## config.mk

```make
export PLATFORM = sky130hd
export DESIGN_NAME = imem_loader
export DESIGN_NICKNAME = d
export VERILOG_FILES = /design/src/rtl/imem_loader.sv
export SDC_FILE = /design/constraint.sdc
export NUM_CORES = 1
export LEC_CHECK = 0
export ABC_AREA = 1
export CAP_MARGIN = 20
export CORE_MARGIN = 1.5
export CORE_UTILIZATION = 54
export DETAILED_ROUTE_END_ITERATION = 12
export MAX_ROUTING_LAYER = met4
export PLACE_DENSITY = 0.87
export SETUP_SLACK_MARGIN = 0.5
export SYNTH_ARGS = -nofsm -noshare
export SYNTH_HDL_FRONTEND = slang
export SYNTH_SLANG_ARGS = --single-unit
```

## constraint.sdc

```tcl
create_clock -name clk -period 3.4 [get_ports clk]
set_input_delay 0.34 -clock clk [delete_from_list [all_inputs] [get_ports clk]]
set_output_delay 0.34 -clock clk [all_outputs]
set_load 0.02 [all_outputs]
```

## src/rtl/imem_loader.sv

```systemverilog
// Boot-time instruction-memory loader: parses a byte stream (16-bit word count
// followed by big-endian words) into IMEM writes while holding the core frozen.
module imem_loader #(
    parameter logic [31:0] BASE_ADDR = 32'd100,
    parameter int unsigned MAX_WORDS = 256
) (
    input  logic        clk,
    input  logic        rst_n,
    input  logic [7:0]  in_data,
    input  logic        in_valid,
    output logic        in_ready,
    input  logic        reload,
    output logic        mem_we,
    output logic [31:0] mem_addr,
    output logic [31:0] mem_wdata,
    output logic        cpu_hold,
    output logic [31:0] start_pc,
    output logic        done,
    output logic        err
);

    localparam logic [31:0] LP_MAX_WORDS = 32'(MAX_WORDS);

    typedef enum logic [2:0] {
        S_HDR_HI,
        S_HDR_LO,
        S_DATA,
        S_WRITE,
        S_DONE,
        S_RUN,
        S_ERROR
    } state_t;

    state_t      r_state;
    state_t      w_next;
    logic [15:0] r_n;
    logic [15:0] r_k;
    logic [1:0]  r_bcnt;
    logic [31:0] r_asm;

    logic        w_xfer;
    logic [15:0] w_n_full;
    logic        w_last;
    logic [31:0] w_word_addr;

    assign w_xfer      = in_valid & in_ready;
    assign w_n_full    = {r_n[15:8], in_data};
    assign w_last      = ((r_k + 16'd1) == r_n);
    assign w_word_addr = BASE_ADDR + {14'd0, r_k, 2'b00};
    assign start_pc    = BASE_ADDR;

    always_ff @(posedge clk or negedge rst_n) begin
        if (!rst_n) begin
            r_state <= S_HDR_HI;
        end else begin
            r_state <= w_next;
        end
    end

    always_comb begin
        w_next    = r_state;
        in_ready  = 1'b0;
        mem_we    = 1'b0;
        mem_addr  = 32'd0;
        mem_wdata = 32'd0;
        cpu_hold  = 1'b1;
        done      = 1'b0;
        err       = 1'b0;
        case (r_state)
            S_HDR_HI: begin
                in_ready = 1'b1;
                if (w_xfer) begin
                    w_next = S_HDR_LO;
                end
            end
            S_HDR_LO: begin
                in_ready = 1'b1;
                if (w_xfer) begin
                    if (w_n_full == 16'd0) begin
                        w_next = S_DONE;
                    end else if ({16'd0, w_n_full} > LP_MAX_WORDS) begin
                        w_next = S_ERROR;
                    end else begin
                        w_next = S_DATA;
                    end
                end
            end
            S_DATA: begin
                in_ready = 1'b1;
                if (w_xfer && (r_bcnt == 2'd3)) begin
                    w_next = S_WRITE;
                end
            end
            S_WRITE: begin
                mem_we    = 1'b1;
                mem_addr  = w_word_addr;
                mem_wdata = r_asm;
                w_next    = w_last ? S_DONE : S_DATA;
            end
            S_DONE: begin
                done   = 1'b1;
                w_next = S_RUN;
            end
            S_RUN: begin
                cpu_hold = 1'b0;
                if (reload) begin
                    w_next = S_HDR_HI;
                end
            end
            S_ERROR: begin
                err = 1'b1;
            end
            default: begin
                w_next = S_HDR_HI;
            end
        endcase
    end

    // Header, word index and byte assembly; a reload wipes any leftover word state.
    always_ff @(posedge clk or negedge rst_n) begin
        if (!rst_n) begin
            r_n    <= 16'd0;
            r_k    <= 16'd0;
            r_bcnt <= 2'd0;
            r_asm  <= 32'd0;
        end else begin
            case (r_state)
                S_HDR_HI: begin
                    if (w_xfer) begin
                        r_n[15:8] <= in_data;
                    end
                end
                S_HDR_LO: begin
                    if (w_xfer) begin
                        r_n[7:0] <= in_data;
                    end
                end
                S_DATA: begin
                    if (w_xfer) begin
                        r_asm  <= {r_asm[23:0], in_data};
                        r_bcnt <= r_bcnt + 2'd1;
                    end
                end
                S_WRITE: begin
                    if (!w_last) begin
                        r_k <= r_k + 16'd1;
                    end
                end
                S_RUN: begin
                    if (reload) begin
                        r_k    <= 16'd0;
                        r_bcnt <= 2'd0;
                        r_asm  <= 32'd0;
                    end
                end
                default: begin
                end
            endcase
        end
    end

endmodule

```

# After elaboration in Yosys (flattened, before gate mapping)
# Cells that the tools add are included.
# classes
addsub	3
multipliers	0
div	0
n_lt_le_gt_ge	1
n_eq_ne	14
n_shift	0
muxes	24
bitwise	2
reduce_logical	11
# op_table
operator	n
$mux 32	3
$pmux 32 s2	1
$mux 16	2
$pmux 16 s2	1
$mux 3	7
$pmux 3 s7	1
$add 7x18->19 const A	1
$mux 19	1
$add 16x1->16 const B	1
$eq 16x16->1	1
$gt 16x9->1 const B	1
$logic_not 16->1	1
$ne 2x2->1 const B	6
$eq 3x3->1 const B	3
$eq 3x2->1 const B	2
$reduce_and 3->1	2
$mux 1	5
$reduce_and 5->1	1
$mux 2	2
$pmux 2 s2	1
$reduce_and 2->1	2
$reduce_bool 2->1	2
$eq 3x1->1 const B	1
$logic_not 3->1	1
6 further kinds	6
# totals
register_bits	69
latch_bits	0
ram_bits	0
mem_bits_ro	0
inputBits	12
word_cells	61
mem_count	0

# Logic depth before layout (Yosys ltp)
# logic_depth
word_depth	7
mapped_depth	16
mapped_depth_nobuf	15

# Worst setup path after synthesis
# Ideal clock, no wire load.
# synth_timing
path_type	register -> output
from	register r_state[1]
to	output port mem_addr[18]
t_arrival_ns	2.025
required_ns	3.060
slack_ns	1.035
stages_incl_launch_ff	7
n_path_buf	2
cell_sequence	dfrtp_1 > clkbuf_1 > inv_1 > nor3_2 > inv_1 > clkbuf_1 > nor4_1
# synth_via
elab_chain_len	2
# synth_lines
item	line	rtl
start: declaration	34	state_t r_state;
start signal: assignment	56	r_state <= w_next;
$eq 3x2->1	69	case (r_state)
$mux 19	69	
end: declaration	14	output logic [31:0] mem_addr,
# No other way between the ends.

# Worst setup path in the final report
# layout_timing
from	register r_state[1]
to	output port mem_wdata[10]
# layout_via
elab_chain_len	2
# layout_lines
item	line	rtl
$eq 3x2->1	69	
$mux 32	69	
end: declaration	15	output logic [31:0] mem_wdata,
# No other way between the ends.

==> metrics <==
run status=finished clean; fmax=361 MHz; Hold Buf Count CTS=0; fraction of final layout cells with drive strength greater than 1=0.0718; Finish-stage setup viols=0; Period minus WS final=2770 ps; total power=3.74 mW; Slew Limit Headroom=0.385; total placed cells including tap cells=between 700 and 800; number of global-route vias before repair=4,176; floorplan die area=0.00887 sq mm; final non-filler cell area=0.00528 sq mm; mapped cell area=0.00449 sq mm; number of antenna violations at the first check in global routing=0; total I/O pin count=around 110; top_reg_cell synth=dfrtp_1; count of pins over their slew limit=0; GRT Overall Usage=0.279; Maximum Capacitance Violations=0; grt total ovfl=0; clock tree from TritonCTS=built; ys async rst share=1.00; cell with the largest stage delay on the worst path=clkdlybuf4s50_1; post-route ant nets=0; critical path endpoint category=output port; mean area per synthesized cell=about 7 sq um; Hold WC Path Type=primary input to async pin; maximum number of pins on one net before global-route repair=between 40 and 50; critical path, cell by cell=inv_1, nor3_2, buf_4, inv_1, buf_4, nor2_1, clkdlybuf4s50_1; number of input and output port buffers inserted=65; dpl ws=between 700 and 800 ps; # nets final=719; worst vdd ir=~440 uV; core outline area=0.00813 sq mm; post-place instance area=slightly above 0.005 sq mm; CP required=3060 ps; row count=33; first-pass GRT wire length=roughly 19,000 microns; maximum count of clock buffers along a single path=2; Synth cell types=34; Syn-to-layout area delta=17.5%; library cell used as clock root buffer=clkbuf_8; number of inserted filler cells in the final layout=~700; height of the chip=94.2 microns; largest fanout of any net on the critical path=36; synth top area cells=dfrtp_1 (38%), nand2_1 (13%), buf_4 (7.9%), inv_1 (7.1%), nor2_1 (6.4%); setup slack after layout=626 ps; share of the synthesized area in the top cell type=0.385; final HPWL from detailed placement=a little over 8000 microns; post-synthesis sequential area ratio=0.385; routed wire length per instance=13.7 microns; final count of hold timing violations=0; Clk pin slew, worst setup/hold paths=80 ps; Yosys reg bits=slightly below 70; longest individual stage delay on the worst path=620 ps; post-synthesis cell type with the largest combined area=dfrtp_1; kind of start point of the critical path=register; vias post-DR=4,311; htree depth=3; Critical Path AT=2430 ps; average via count per standard cell=5.29; Power Dens Cells=709 mW/mm^2; CTS buffer count=9; Clock Skews=around 13 ps; EDFF count, synth=0; hold slack=119 ps; Final Non-Filler Cells=815; worst-margin pin slew=922 ps; ant diodes=0; source-to-sink clock delay at the later pin of the worst-skew pair=350 ps; Worst Setup Path Type=register to output port; Top delay family on crit path=buffers and inverters; drt first-iter violations=404; post-route setup TNS=0 ps; total detailed-routing wirelength=11,200 microns; die span in x=94.2 microns; post-layout utilization of the core=0.649; Leakage Power=2.75 nW; clock sink count=69; RSZ-0062 raised after global routing=true; Initial Util=0.552; DRC violation count after routing=0; total of warnings raised by yosys=0; WP buf/inv=5; DR pass1 iterations=7; GP Congestion=around 0.9; final cycle utilization of the critical path=0.816; instance count of the mapped netlist=643
sequential cells by signal (all words and copies together), names as in the netlist:
register and cells:
r_state 3, r_bcnt 2, r_n 16, r_k 16, r_asm 32
cell families after synthesis:
family                     count (synthesis)  synth area share
buffers and inverters                    155             0.172
xor gates and xnor gates                   3           0.00919
and+or+nand+nor                          326             0.322
DFF                                       69             0.385
AOI/OAI and AO/OA                         86             0.106
adders and majority gates                  2           0.00557
other                                      2           0.00167
what timing repair did:
| action | CTS | global route |
|---|---|---|
| gates resized for setup | 4 | 20 |
| setup buffers | 0 | 0 |
| endpoints found under the setup margin | 3 | 44 |
| gates cloned | 0 | 0 |
| hold endpoints to repair | 0 | 0 |
synthesized netlist by cell type, types with 2 or more instances:
master    number
a21oi_1       22
buf_1          2
buf_2          5
buf_4         47
clkbuf_1      11
clkinv_1       2
conb_1         2
dfrtp_1       69
ha_1           2
inv_1         85
inv_2          2
nand2_1      158
nand2_2        2
nand3_1       52
nand3_2        3
nand3b_1       3
nand4_1       11
nor2_1        76
nor2_2         5
nor2_4         3
nor3_1         4
nor4_1         3
o21ai_0       30
o22ai_1       32
or2_2          2
xor2_1         2
final timing paths:
check | from | slack [ps] | cells past startpoint | endpoint
setup / recovery | r_state[1] | 630 | 7 | mem_wdata[10]
hold / removal | rst_n | 120 | 1 | r_k[11]
setup reg to reg | r_k[0] | 910 | 15 | r_k[14]
hold reg to reg | r_bcnt[0] | 510 | 1 | r_bcnt[0]
max in group asynchronous | rst_n | 2470 | 2 | r_asm[1]
min in group clk | r_bcnt[0] | 510 | 1 | r_bcnt[0]
per-layer routing:
layer,vias to the layer above,global-route usage,wire length [microns]
met5,-,-,0
met4,0,0.113,129
met3,13,0.0356,874
met2,215,0.450,5510
met1,1996,0.356,4640
li1,2087,-,-
layout make-up:
| class | count | area, sq um | share of cell area |
|---|---|---|---|
| Tap cell | 105 | 131 | 0.0249 |
| Sequential cell | 69 | 1730 | 0.328 |
| Timing Repair Buffer | 72 | 726 | 0.138 |
| Inverter | 89 | 334 | 0.0633 |
| Multi-Input combinational cell | 464 | 2170 | 0.411 |
| Clock inverter | 5 | 42.5 | 0.00806 |
| Clock buffer | 11 | 141 | 0.0268 |
layout by cell type, fill, tap and decap left out, types with 10 or more instances in the layout:
cell type        netlist  routed
nand4_1               11      11
o22ai_1               32      32
clkbuf_8               0      10
nor2_1                76      75
clkdlybuf4s50_1        0      47
inv_1                 85      85
a21oi_1               22      21
nand3_1               52      52
dlymetal6s2s_1         0      14
conb_1                 2      47
dfrtp_1               69      66
nand2_1              158     158
o21ai_0               30      30
report_power, final:
part / switching (mW) / internal [mW]
clock network: 0.343 / 0.294
logic: 1.14 / 0.613
registers: 0.221 / 1.12
Note: power is estimated with default switching activity, not from simulation.
